**config.mk**
```make
export PLATFORM = sky130hd
export DESIGN_NAME = byte_link_mux
export DESIGN_NICKNAME = d
export VERILOG_FILES = /design/src/rtl/byte_link_pkg.sv /design/src/rtl/rr_arbiter.sv /design/src/rtl/byte_link_mux.sv
export SDC_FILE = /design/constraint.sdc
export NUM_CORES = 1
export LEC_CHECK = 0
export BUFFER_PORTS_ARGS = -buffer_cell sky130_fd_sc_hd__buf_2
export CAP_MARGIN = 40
export CORE_AREA = 2 2 129 131
export CTS_BUF_LIST = sky130_fd_sc_hd__clkbuf_16
export DETAILED_ROUTE_END_ITERATION = 12
export DIE_AREA = 0 0 131 133
export MAX_ROUTING_LAYER = met4
export PLACE_DENSITY_LB_ADDON = 0.05
export SYNTH_ARGS = -nofsm -noshare
export SYNTH_HDL_FRONTEND = slang
export SYNTH_HIERARCHICAL = 1
export SYNTH_SLANG_ARGS = --single-unit
```
**constraint.sdc**
```tcl
create_clock -name clk -period 7.2 [get_ports clk]
set_input_delay 0.72 -clock clk [delete_from_list [all_inputs] [get_ports clk]]
set_output_delay 0.72 -clock clk [all_outputs]
set_load 0.005 [all_outputs]
```
**src/rtl/byte_link_pkg.sv**
```systemverilog
// rtl/byte_link_pkg.sv - shared header layout and FSM state types for byte_link_mux
package byte_link_pkg;

    localparam int HDR_WR     = 7;
    localparam int HDR_CH_LSB = 0;
    localparam int HDR_CH_W   = 4;

    typedef enum logic [1:0] {TX_IDLE, TX_HDR, TX_ADDR, TX_DATA} tx_state_e;
    typedef enum logic [1:0] {RX_HDR, RX_DATA, RX_DLV} rx_state_e;

    function automatic logic [7:0] make_hdr(input logic wr, input logic [HDR_CH_W-1:0] ch);
        logic [7:0] h;
        h = 8'h00;
        h[HDR_WR] = wr;
        h[HDR_CH_LSB +: HDR_CH_W] = ch;
        return h;
    endfunction

endpackage

```
**src/rtl/rr_arbiter.sv**
```systemverilog
// rtl/rr_arbiter.sv - round-robin arbiter, pointer moves past the winner on accept
module rr_arbiter #(
    parameter int N = 4
) (
    input  logic         clk,
    input  logic         rst,
    input  logic [N-1:0] req,
    input  logic         accept,
    output logic [N-1:0] grant
);

    localparam int PW = (N > 1) ? $clog2(N) : 1;

    logic [PW-1:0] ptr;
    logic [PW-1:0] win;
    logic          found;

    // First pass searches ptr..N-1; if empty, any remaining request lies below ptr.
    always_comb begin
        grant = '0;
        win   = '0;
        found = 1'b0;
        for (int i = 0; i < N; i++) begin
            if (!found && req[i] && (i >= int'(ptr))) begin
                grant[i] = 1'b1;
                win      = PW'(i);
                found    = 1'b1;
            end
        end
        for (int i = 0; i < N; i++) begin
            if (!found && req[i]) begin
                grant[i] = 1'b1;
                win      = PW'(i);
                found    = 1'b1;
            end
        end
    end

    always_ff @(posedge clk) begin
        if (rst) begin
            ptr <= '0;
        end else if (accept) begin
            ptr <= (win == PW'(N - 1)) ? '0 : win + 1'b1;
        end
    end

endmodule

```
**src/rtl/byte_link_mux.sv**
```systemverilog
// rtl/byte_link_mux.sv - multi-channel request arbiter and tagged response router over a byte FIFO pair
module byte_link_mux #(
    parameter int NCH    = 4,
    parameter int ADDR_W = 32,
    parameter int DATA_W = 32
) (
    input  logic                  clk,
    input  logic                  rst,
    input  logic [NCH-1:0]        req_valid,
    input  logic [NCH-1:0]        req_write,
    input  logic [NCH*ADDR_W-1:0] req_addr,
    input  logic [NCH*DATA_W-1:0] req_wdata,
    output logic [NCH-1:0]        req_ready,
    output logic [NCH-1:0]        rsp_valid,
    output logic [DATA_W-1:0]     rsp_data,
    output logic                  rsp_err,
    input  logic                  cmd_almost_full,
    output logic                  cmd_wr_en,
    output logic [7:0]            cmd_dout,
    input  logic                  res_almost_empty,
    output logic                  res_rd_en,
    input  logic [7:0]            res_din
);
    import byte_link_pkg::*;

    localparam int AB = ADDR_W / 8;
    localparam int DB = DATA_W / 8;

    logic [NCH-1:0]    outst;
    logic [NCH-1:0]    grant;
    logic              tx_accept;
    logic              tx_emit;
    tx_state_e         tx_state, tx_next;
    logic [7:0]        tx_cnt, tx_cnt_next;
    logic [7:0]        tx_byte;
    logic              tx_write;
    logic [3:0]        tx_ch;
    logic [ADDR_W-1:0] tx_addr;
    logic [DATA_W-1:0] tx_data;
    logic              g_write;
    logic [3:0]        g_ch;
    logic [ADDR_W-1:0] g_addr;
    logic [DATA_W-1:0] g_data;

    rx_state_e         rx_state;
    logic [7:0]        rx_cnt;
    logic [7:0]        rd_cnt;
    logic              rd_pend;
    logic [3:0]        rx_tag;
    logic              rx_bad;
    logic [DATA_W-1:0] rx_word;
    logic [NCH-1:0]    dlv;
    logic              err;

    rr_arbiter #(.N(NCH)) u_arb (
        .clk    (clk),
        .rst    (rst),
        .req    (req_valid & ~outst),
        .accept (tx_accept),
        .grant  (grant)
    );

    always_comb begin
        g_write = 1'b0;
        g_ch    = '0;
        g_addr  = '0;
        g_data  = '0;
        for (int i = 0; i < NCH; i++) begin
            if (grant[i]) begin
                g_write = req_write[i];
                g_ch    = 4'(i);
                g_addr  = req_addr[i*ADDR_W +: ADDR_W];
                g_data  = req_wdata[i*DATA_W +: DATA_W];
            end
        end
    end

    assign tx_accept = !rst && (tx_state == TX_IDLE) && (|grant);
    assign req_ready = tx_accept ? grant : '0;
    assign tx_emit   = !rst && (tx_state != TX_IDLE) && !cmd_almost_full;
    assign cmd_wr_en = tx_emit;
    assign cmd_dout  = tx_emit ? tx_byte : 8'h00;

    // Address and data are shifted out LSB first, so the current byte is always [7:0].
    always_comb begin
        tx_next     = tx_state;
        tx_cnt_next = tx_cnt;
        tx_byte     = 8'h00;
        case (tx_state)
            TX_IDLE: if (tx_accept) tx_next = TX_HDR;
            TX_HDR: begin
                tx_byte = make_hdr(tx_write, tx_ch);
                if (tx_emit) begin
                    tx_next     = TX_ADDR;
                    tx_cnt_next = 8'd0;
                end
            end
            TX_ADDR: begin
                tx_byte = tx_addr[7:0];
                if (tx_emit) begin
                    if (tx_cnt == 8'(AB - 1)) begin
                        tx_cnt_next = 8'd0;
                        tx_next     = tx_write ? TX_DATA : TX_IDLE;
                    end else begin
                        tx_cnt_next = tx_cnt + 8'd1;
                    end
                end
            end
            TX_DATA: begin
                tx_byte = tx_data[7:0];
                if (tx_emit) begin
                    if (tx_cnt == 8'(DB - 1)) begin
                        tx_cnt_next = 8'd0;
                        tx_next     = TX_IDLE;
                    end else begin
                        tx_cnt_next = tx_cnt + 8'd1;
                    end
                end
            end
            default: tx_next = TX_IDLE;
        endcase
    end

    always_ff @(posedge clk) begin
        if (rst) begin
            tx_state <= TX_IDLE;
            tx_cnt   <= 8'd0;
            tx_write <= 1'b0;
            tx_ch    <= '0;
            tx_addr  <= '0;
            tx_data  <= '0;
            outst    <= '0;
        end else begin
            tx_state <= tx_next;
            tx_cnt   <= tx_cnt_next;
            outst    <= (outst | req_ready) & ~rsp_valid;
            if (tx_accept) begin
                tx_write <= g_write;
                tx_ch    <= g_ch;
                tx_addr  <= g_addr;
                tx_data  <= g_data;
            end
            if (tx_emit && tx_state == TX_ADDR) tx_addr <= tx_addr >> 8;
            if (tx_emit && tx_state == TX_DATA) tx_data <= tx_data >> 8;
        end
    end

    // Reads are budgeted per frame so a strobe never pulls a byte of the next frame early.
    assign res_rd_en = !rst && (rd_cnt != 8'(DB + 1)) && !res_almost_empty;

    always_comb begin
        dlv = '0;
        for (int i = 0; i < NCH; i++) begin
            dlv[i] = !rst && (rx_state == RX_DLV) && !rx_bad && (rx_tag == 4'(i)) && outst[i];
        end
    end

    assign rsp_valid = dlv;
    assign rsp_data  = (|dlv) ? rx_word : '0;
    assign rsp_err   = err;

    always_ff @(posedge clk) begin
        if (rst) begin
            rx_state <= RX_HDR;
            rx_cnt   <= 8'd0;
            rd_cnt   <= 8'd0;
            rd_pend  <= 1'b0;
            rx_tag   <= '0;
            rx_bad   <= 1'b0;
            rx_word  <= '0;
            err      <= 1'b0;
        end else begin
            rd_pend <= res_rd_en;
            if (res_rd_en) rd_cnt <= rd_cnt + 8'd1;
            case (rx_state)
                RX_HDR: if (rd_pend) begin
                    rx_tag   <= res_din[HDR_CH_LSB +: HDR_CH_W];
                    rx_bad   <= (res_din[6:4] != 3'b000) ||
                                ({1'b0, res_din[HDR_CH_LSB +: HDR_CH_W]} >= 5'(NCH));
                    rx_cnt   <= 8'd0;
                    rx_state <= RX_DATA;
                end
                RX_DATA: if (rd_pend) begin
                    rx_word <= (rx_word >> 8) | (DATA_W'(res_din) << (DATA_W - 8));
                    if (rx_cnt == 8'(DB - 1)) rx_state <= RX_DLV;
                    else                      rx_cnt   <= rx_cnt + 8'd1;
                end
                RX_DLV: begin
                    if (dlv == '0) err <= 1'b1;
                    rd_cnt   <= 8'd0;
                    rx_state <= RX_HDR;
                end
                default: rx_state <= RX_HDR;
            endcase
        end
    end

endmodule

```
==> run metrics <==
fin worst setup slack=3.18 ns; CTS root buffer=clkbuf_16; layout cell share with drive strength beyond 1=33.0%; CP top delay family=simple AND/OR/NAND/NOR gates; Final Slew Violations=0; Critical Path Fanout Max=21; clk slew on worst S/H paths=0.06 ns; Peak VDD IR=0.000185 V; largest net degree at the start of global routing=71; die area=0.0174 mm²; fmax=249 MHz; global-route wire length before repair=39.2 mm; 1st-iter DRT viols=580; Tmin final=4.02 ns; metal1 wirelength=10.5 mm; initial antenna violation count=4; clock tree sinks=140; Final Core Density=61.6%; number of global-route vias before repair=7687; Slowest Stage Delay on Critical Path=0.68 ns; hold buffers post-CTS=0; Avg WL per Cell=17.4 µm; final setup fails=0; DP Area=0.00933 mm²; PortBufs=326; CTS Buf Count=17; Remaining Overflow, GRT=0; Synth cell types=61; Final nets=1522; Leak=4.03 nW; CTS tree=built; WP data arrival=3.30 ns; ys async rst share=0%; Crit-path slowest cell=clkinv_1; PD cells=273 mW/mm²; Mapped Area=0.00766 mm²; CTS max path bufs=2; skew final=0.00864 ns; Resized Gates After CTS=0; CP required=6.48 ns; worst-skew pair later-pin latency=0.42 ns; Seq/Total Area, Yosys=36.6%; Post-Synthesis Cells=969; Vias/cell=5.69; max_slew headroom=41.5%; synth warn=6; core box area=0.0162 mm²; DRC errors left=0; RSZ-0062 raised after global routing=false; via count=8421; DRT antenna net count=0; FP Rows=47; Place WS=3.13 ns; DR WL met2=13.2 mm; final hold vios=0; WL met3=1.61 mm; Final Cycle Share=55.9%; H-tree lvl count=4; R2R setup slack=3.58 ns; Hold Slack=0.450 ns; CP endpoint kind=primary output; GP Congestion=0.914; initial core utilization=47.4%; crit path kind=input pin to primary output; CP Cell Sequence=buf_2 -> nor2b_1 -> nor2b_1 -> o22a_2 -> o22ai_1 -> and2_1 -> clkinv_1 -> nor3_1 -> buf_2; Setup Fix Bufs, Post-CTS=0; Area Overhead vs Synth=30.1%; number of flops mapped to enable cells by yosys=0; DP HPWL=19.1 mm; Critical Path Start Type=input pin; number of max-cap violations=0; Worst Path Buf+Inv=3; final WL=25.7 mm; Yosys reg bits=140; die width=131 µm; Tot GR Track Use=29.7%; Final Cell Area=0.00996 mm²; DIE HEIGHT=133 µm; run status=completed; # IOs=327; commonest register cell after synthesis=dfxtp_1; worst hold path class=flip-flop to flip-flop; Top Layer Used=met4; Slew @ Worst Pin=0.877 ns; setup tns final=0 ns; Post-Syn Nets=1249; syn avg cell area=7.90 µm²; iteration count of the initial detailed-routing pass=5
-- where the power goes --
group / switching [W] / leakage [nW] / internal [W]
logic: 0.000486 / 2.58 / 0.000358
clock network: 0.000339 / 0.309 / 0.000580
registers: 0.0000809 / 1.14 / 0.000876
total: 0.000906 / 4.03 / 0.00181
-- layout make-up --
type / instances / area (µm²)
timing repair buffer: 339 / 1780
clock inverter: 15 / 196
clock buffer: 17 / 425
sequential: 140 / 2800
fill: 1500 / 6210
tap: 220 / 275
antenna: 4 / 10.0
multi-input combinational: 727 / 4420
inverter: 17 / 63.8
-- worst register-to-register path: stages, from the launching register on --
cell and delay [ns]:
dfxtp_1 0.34, nor2b_1 0.29, nor2b_1 0.24, o22a_2 0.17, o22ai_1 0.05, and2_1 0.41
or4_4 0.57, nand2_2 0.09, buf_4 0.46, inv_1 0.44, inv_1 0.21, o21ai_0 0.10
and3_1 0.16
-- placed cells by master, fill, tap and decap left out, drive strengths merged, types with 28 or more instances in the layout --
cell type and count:
a221oi 49, dfxtp 140, o22ai 50, or3 51, nand2 174, a21oi 87
buf 339, o21ai 28, and2 39, nor2 42, a31oi 51
-- path summary, 6_finish.rpt --
| check | from | to | cells after the start |
|---|---|---|---|
| min reg2reg | rx_word[5]$_SDFFE_PP0P_ | rx_word[5]$_SDFFE_PP0P_ | 2 |
| max | req_valid[0] | req_ready[2] | 9 |
| min | rx_word[5]$_SDFFE_PP0P_ | rx_word[5]$_SDFFE_PP0P_ | 2 |
| max reg2reg | outst[0]$_SDFF_PP0_ | u_arb/ptr[1]$_SDFFE_PP0P_ | 12 |
-- flip-flops by register name, indices dropped and copies added, names as in the netlist, 2 cells and up --
name / count
tx_data: 32
tx_cnt: 8
rx_word: 32
rx_tag: 4
tx_state: 2
rx_cnt: 8
rd_cnt: 8
outst: 4
u_arb/ptr: 2
tx_ch: 2
tx_addr: 32
rx_state: 2
-- metal layers --
metal	up-vias	GRT usage, %
li1	4145	-
met1	3928	36.1
met2	312	49.6
met3	36	5.34
met4	0	9.16
met5	-	-
-- logic make-up after synthesis --
group / after synthesis / synth area share, %
buf+inv: 102 / 6.17
xor+xnor: 15 / 1.72
flops: 140 / 36.6
mux: 10 / 1.47
compound gates: 322 / 29.0
fa+ha+maj: 4 / 0.653
simple gates: 376 / 24.4
-- cells in the mapped netlist, types with 3 or more instances --
master	count	share of area, %
buf_2	6	0.39
and3_1	6	0.49
or3_1	51	4.2
nand3_1	6	0.39
xor2_1	8	0.91
dfxtp_1	140	37
o21ai_0	26	1.7
ha_1	4	0.65
and2_1	38	3.1
o211ai_1	18	1.8
a22o_1	5	0.57
a31oi_1	41	3.3
nor4b_1	5	0.57
nand2_1	163	8.0
a311oi_1	3	0.34
inv_1	16	0.78
buf_6	10	1.5
a21oi_1	85	5.6
o22ai_1	50	4.1
nand2_2	11	0.90
a31oi_2	10	1.6
or2_2	5	0.41
nand2b_1	5	0.41
clkbuf_1	67	3.3
nand4_1	10	0.82
nand3b_1	3	0.29
nor3_1	8	0.52
a221o_1	17	2.2
xnor2_1	7	0.80
a221oi_1	48	5.5
mux2i_1	9	1.2
nor2_1	42	2.1
nor2b_1	12	0.98
-- per-stage QoR --
step / cells / total power [W]
after CTS: 1475 / 0.00273
after global placement: 1438 / 0.00179
after floorplan: 969 / 0.00158
after detailed placement: 1443 / 0.00181
after global routing: 1479 / 0.00286
final: 1479 / 0.00272
Power figures use the tool's default switching activity.
